**src/rtl/fpaddsub_pack_stage.sv**
```systemverilog
`default_nettype none
// ============================================================================
//  Module   : fpaddsub_pack_stage
//  Purpose  : FP add/sub output stage. Resolves special cases, overflow and
//             underflow on the rounded result, packs an IEEE-754 single word,
//             and presents it through a valid/ready port with a 2-entry skid
//             buffer and sticky exception flags.
//  Revision : 1.0  initial release
// ============================================================================
module fpaddsub_pack_stage #(
  parameter logic [31:0] QNAN         = 32'h7FC00000,
  parameter int          FLUSH_DENORM = 1
) (
  input  logic        clk,
  input  logic        rst_n,
  input  logic        InValid,
  output logic        InReady,
  input  logic        Sgn,
  input  logic [8:0]  RoundE,
  input  logic [22:0] RoundM,
  input  logic        Inexact,
  input  logic [1:0]  Special,
  input  logic [1:0]  RoundMode,
  output logic        OutValid,
  input  logic        OutReady,
  output logic [31:0] Result,
  output logic [3:0]  OutFlags,
  output logic [3:0]  StickyFlags,
  input  logic        FlagClr
);

  // Special-case class encoding
  localparam logic [1:0] c_SPC_NORMAL  = 2'b00;
  localparam logic [1:0] c_SPC_INF     = 2'b01;
  localparam logic [1:0] c_SPC_INVALID = 2'b10;

  // Rounding mode encoding
  localparam logic [1:0] c_RM_RNE  = 2'b00;
  localparam logic [1:0] c_RM_PINF = 2'b01;
  localparam logic [1:0] c_RM_NINF = 2'b11;

  // Occupancy of the main/skid register pair
  typedef enum logic [1:0] {
    EMPTY = 2'd0,
    ONE   = 2'd1,
    TWO   = 2'd2
  } state_t;

  state_t      state_q, state_d;
  logic        in_ready_q;
  logic [31:0] main_res_q, skid_res_q;
  logic [3:0]  main_flg_q, skid_flg_q;
  logic [3:0]  sticky_q, sticky_d;

  logic [31:0] w_pack_res;
  logic [3:0]  w_pack_flg;
  logic        w_ovf;
  logic        w_to_inf;
  logic        w_in_xfer;
  logic        w_out_xfer;
  logic        w_load_main_in;
  logic        w_load_main_skid;
  logic        w_load_skid;

  // Pack the incoming rounded fields into a result word and its flag set
  always_comb begin
    w_pack_res = {Sgn, RoundE[7:0], RoundM};
    w_pack_flg = {3'b000, Inexact};
    w_ovf      = RoundE[8] | (&RoundE[7:0]);
    // Overflow goes to infinity only when rounding points away from zero
    w_to_inf   = (RoundMode == c_RM_RNE) |
                 ((RoundMode == c_RM_PINF) & ~Sgn) |
                 ((RoundMode == c_RM_NINF) & Sgn);
    if (Special == c_SPC_INVALID) begin
      w_pack_res = QNAN;
      w_pack_flg = 4'b1000;
    end else if (Special == c_SPC_INF) begin
      w_pack_res = {Sgn, 8'hFF, 23'h0};
      w_pack_flg = 4'b0000;
    end else if (Special != c_SPC_NORMAL) begin
      // Exact zero: any inexact indication from upstream is meaningless here
      w_pack_res = {Sgn, 31'h0};
      w_pack_flg = 4'b0000;
    end else if (w_ovf) begin
      w_pack_res = w_to_inf ? {Sgn, 8'hFF, 23'h0} : {Sgn, 8'hFE, 23'h7FFFFF};
      w_pack_flg = 4'b0101;
    end else if (RoundE == 9'd0) begin
      if (FLUSH_DENORM != 0) begin
        w_pack_res = {Sgn, 31'h0};
        w_pack_flg = 4'b0011;
      end else begin
        w_pack_res = {Sgn, 8'h00, RoundM};
        w_pack_flg = {2'b00, Inexact, Inexact};
      end
    end
  end

  assign w_in_xfer  = InValid & in_ready_q;
  assign w_out_xfer = (state_q != EMPTY) & OutReady;

  // Occupancy next-state and register load selects
  always_comb begin
    state_d          = state_q;
    w_load_main_in   = 1'b0;
    w_load_main_skid = 1'b0;
    w_load_skid      = 1'b0;
    case (state_q)
      EMPTY: begin
        if (w_in_xfer) begin
          state_d        = ONE;
          w_load_main_in = 1'b1;
        end
      end
      ONE: begin
        if (w_in_xfer & ~w_out_xfer) begin
          state_d     = TWO;
          w_load_skid = 1'b1;
        end else if (w_in_xfer & w_out_xfer) begin
          w_load_main_in = 1'b1;
        end else if (w_out_xfer) begin
          state_d = EMPTY;
        end
      end
      TWO: begin
        // Input side is closed while full, so only the drain matters
        if (w_out_xfer) begin
          state_d          = ONE;
          w_load_main_skid = 1'b1;
        end
      end
      default: state_d = EMPTY;
    endcase
  end

  // Sticky flags: a clear takes effect before the flags of a same-cycle transfer
  always_comb begin
    sticky_d = FlagClr ? 4'b0000 : sticky_q;
    if (w_out_xfer) begin
      sticky_d = sticky_d | main_flg_q;
    end
  end

  // State, data registers and ready flag
  always_ff @(posedge clk) begin
    if (!rst_n) begin
      state_q    <= EMPTY;
      in_ready_q <= 1'b1;
      main_res_q <= 32'h0;
      main_flg_q <= 4'h0;
      skid_res_q <= 32'h0;
      skid_flg_q <= 4'h0;
      sticky_q   <= 4'h0;
    end else begin
      state_q    <= state_d;
      in_ready_q <= (state_d != TWO);
      sticky_q   <= sticky_d;
      if (w_load_main_in) begin
        main_res_q <= w_pack_res;
        main_flg_q <= w_pack_flg;
      end else if (w_load_main_skid) begin
        main_res_q <= skid_res_q;
        main_flg_q <= skid_flg_q;
      end
      if (w_load_skid) begin
        skid_res_q <= w_pack_res;
        skid_flg_q <= w_pack_flg;
      end
    end
  end

  assign InReady     = in_ready_q;
  assign OutValid    = (state_q != EMPTY);
  assign Result      = main_res_q;
  assign OutFlags    = main_flg_q;
  assign StickyFlags = sticky_q;

endmodule
`default_nettype wire

```
**config.mk**
```make
export PLATFORM = sky130hd
export DESIGN_NAME = fpaddsub_pack_stage
export DESIGN_NICKNAME = d
export VERILOG_FILES = /design/src/rtl/fpaddsub_pack_stage.sv
export SDC_FILE = /design/constraint.sdc
export NUM_CORES = 1
export LEC_CHECK = 0
export BUFFER_PORTS_ARGS = -buffer_cell sky130_fd_sc_hd__buf_2
export CAP_MARGIN = 20
export CORE_UTILIZATION = 25
export CTS_CLUSTER_SIZE = 8
export DETAILED_ROUTE_END_ITERATION = 10
export GPL_TIMING_DRIVEN = 0
export PLACE_DENSITY = 0.53
export SETUP_SLACK_MARGIN = 0.2
export SKIP_CTS_REPAIR_TIMING = 1
export SLEW_MARGIN = 5
export SYNTH_ARGS = -nofsm -noshare
export SYNTH_HDL_FRONTEND = slang
export SYNTH_SLANG_ARGS = --single-unit
```
**constraint.sdc**
```tcl
create_clock -name clk -period 2 [get_ports clk]
set_input_delay 0.2 -clock clk [delete_from_list [all_inputs] [get_ports clk]]
set_output_delay 0.2 -clock clk [all_outputs]
set_load 0.1 [all_outputs]
```
==> results.cfg <==
[outcome]
outcome = finished clean

[floorplan]
rows = 44
die_area_um2 = 15300
die_width_um = 124
dieHeight_um = 124
pin_count = 85
initial_core_util_pct = 25.5
core_area_um2 = 14500

[yosys]
mappedNetlistArea_um2 = 3710
seq_area_frac_synth_pct = 42.6
synthArstFlopShare_pct = 0
synth_edf_count = 0
synth_common_cells = dfxtp_1 (79), a21oi_1 (38), or2_2 (27), clkbuf_1 (26), and2_1 (23)
syn_area_per_cell_um2 = 9.40
ys_ff_latch = 79
yosysWarnings = 0
synth.area.top_cells = dfxtp_1 (43%), o221a_2 (6.7%), a221o_1 (5.9%)
synth.most_common_cell = dfxtp_1
ys_types = 44
synthCells = 395
syn-num-nets = 438
synthFlopType = dfxtp_1
yosysTopAreaCellShare_pct = 42.6
yosysTopAreaCell = dfxtp_1

[worst_setup_path]
crit_path_start_kind = flip-flop
criticalPathCategory = flip-flop to flip-flop
rrSetupSlack_ns = 0.24
path_buf_inv = 2
path_max_fanout = 10
crit_top_cell = buf_6
cp.required_ns = 2.23
cpMaxStageDelayCell = dfxtp_4
crit_path_end_kind = flip-flop
worstPathCellList = nand3b_1 -> buf_6 -> buf_6 -> or2_2 -> a221o_1 -> o221a_2
slowest_delay_ns = 0.35
reg2reg_to = Result[12]
cp_top_family = simple AND/OR/NAND/NOR gates
worst-r2r-cell-count = 6
arrival_ns = 1.99
r2r_start = state_q[0]

[power]
seqPwrFrac_pct = 36.7
cellInternalPower_w = 0.00315
power_frac_comb_pct = 22.4
p_switching_w = 0.00149
swShare_pct = 32.2
ir_drop_mv = 0.488
clkPwrFrac_pct = 40.9
power_w = 0.00464
p_per_area_nw_per_um2 = 961
p_leak_nw = 2.00

[place]
hpwlAfterDp_um = 8230
routabilityCongestion = 0.808
dp_cells = 663
place_area_um2 = 4370
io_buffers = 84

[routing]
drc_errors = 0
first_iter_violations = 206
wl_um = 11300
vias = 3489
via_per_inst = 5.10
first_pass_iters = 4
antenna_left = 0
detail_route.wl_per_cell_um = 16.5

[sta]
tns_ns = 0
skew_ns = 0.00470
finalSetupViolCount = 0
drv_slew = 0
relSlewSlack_pct = 49.3
max_freq_mhz = 569
rsz0062_at_grt = true
tightest_slew_ns = 0.758
fin_crit_sh_pct = 87.8
hold_violations = 0
hold-worst-slack_ns = 0.151
period_minus_slack_ns = 1.76

[grt]
grt_pass1_vias = 3312
grt_pass1_wl_um = 17600
overflow = 0
grt_max_degree = 14
grtUsageTotal_pct = 15.2
antenna_found_initial = 0

[final_layout]
final_nets = 538
insertedDiodeCount = 0
drive_above_1_share_pct = 37.2
regArea_um2 = 1590
stdcell_count = 684
n_fill_cell = 1549
multiInputGateArea_um2 = 2000
syn2layout_area_growth_pct = 30.1
final_cell_area_um2 = 4830

[min_path]
worstHoldStart = RoundM[11]
min_path_cells = 3
hold_class = input pin to flip-flop
hold_end = skid_res_q[11]

[clock_network]
cts.clk_slew.worst_paths_ns = 0.06
cts_root_buffer = clkbuf_16
numCtsBuffers = 9
insertion_delay_ns = 0.34
cts_tree = done
clock_sinks = 79
cts_htree_levels = 3
clk_path_buf_depth = 2

[flow_run]
drv_cap = 0
[sequential cells by signal (all words and copies together), names as in the netlist]
register and flops:
skid_flg_q 4, Result 32, InReady 1, skid_res_q 32, StickyFlags 4, state_q 2
OutFlags 4
[cells by family (layout without fill, tap and decap cells)]
| group | count (synthesis) | after routing | share of synthesized area (%) |
|---|---|---|---|
| mux | 12 | 12 | 3.24 |
| simple gates | 118 | 118 | 17.4 |
| compound gates | 149 | 149 | 32.4 |
| flops | 79 | 79 | 42.6 |
| buf+inv | 37 | 142 | 4.32 |
[cells in the final DEF, fill, tap and decap left out, types with 10 or more instances in the layout]
cell	instances
or2_2	26
o2bb2ai_1	22
a221o_1	22
clkbuf_16	10
nor2_1	20
a21oi_1	38
and2_1	23
o21ai_0	11
mux2i_1	12
nand2_1	15
o221a_2	22
clkbuf_1	13
a211oi_1	12
dfxtp_1	76
buf_2	88
[area by class of cell]
class | instances | share of cell area [%]
multi-input cells | 279 | 41.4
flip-flops and latches | 79 | 32.9
repair buffers | 89 | 9.56
clock buffers | 12 | 5.75
well taps | 184 | 4.77
plain buffers | 33 | 3.73
clock inverters | 4 | 1.53
inverters | 4 | 0.311
[metal layers]
layer,vias to the layer above,part of all wire (%),GRT usage [%]
li1,1706,-,-
met5,-,0,0
met3,11,5.9,3.62
met4,0,1.4,5.12
met2,103,47,25.2
met1,1669,45,19.2
[tightest hold or removal path, stage by stage]
cell and delay [ns]:
buf_2 0.09, a21oi_1 0.05, o2bb2ai_1 0.12
[worst max-delay path by stage]
stage          cells past startpoint  slack, ns     endpoint        from
2_1_floorplan                      6       0.22   Result[12]     InReady
5_1_grt                            4       0.13  OutFlags[1]  state_q[1]
3_5_place_dp                       6      -0.22   Result[23]  state_q[1]
6_report                           6       0.24   Result[12]  state_q[0]
4_1_cts                            6      -0.24   Result[23]  state_q[1]
3_3_place_gp                       6      -0.21   Result[23]  state_q[1]
[power groups by stage]
stage / Sequential (W) / Clock [W] / Combinational (W)
finish: 0.00170 / 0.00190 / 0.00104
global route: 0.00171 / 0.00201 / 0.00110
CTS: 0.00170 / 0.00195 / 0.00102
detailed placement: 0.00174 / 0 / 0.00102
global placement: 0.00174 / 0 / 0.00101
floorplan: 0.00221 / 0 / 0.000317
[through the flow]
step	worst slack [ns]	utilization, %
2_1_floorplan	0.220	-
3_3_place_gp	-0.206	30.0
3_5_place_dp	-0.223	30.0
4_1_cts	-0.242	32.5
5_1_grt	0.133	33.2
6_report	0.244	33.2
No activity file was read; power rests on OpenSTA's default activity.
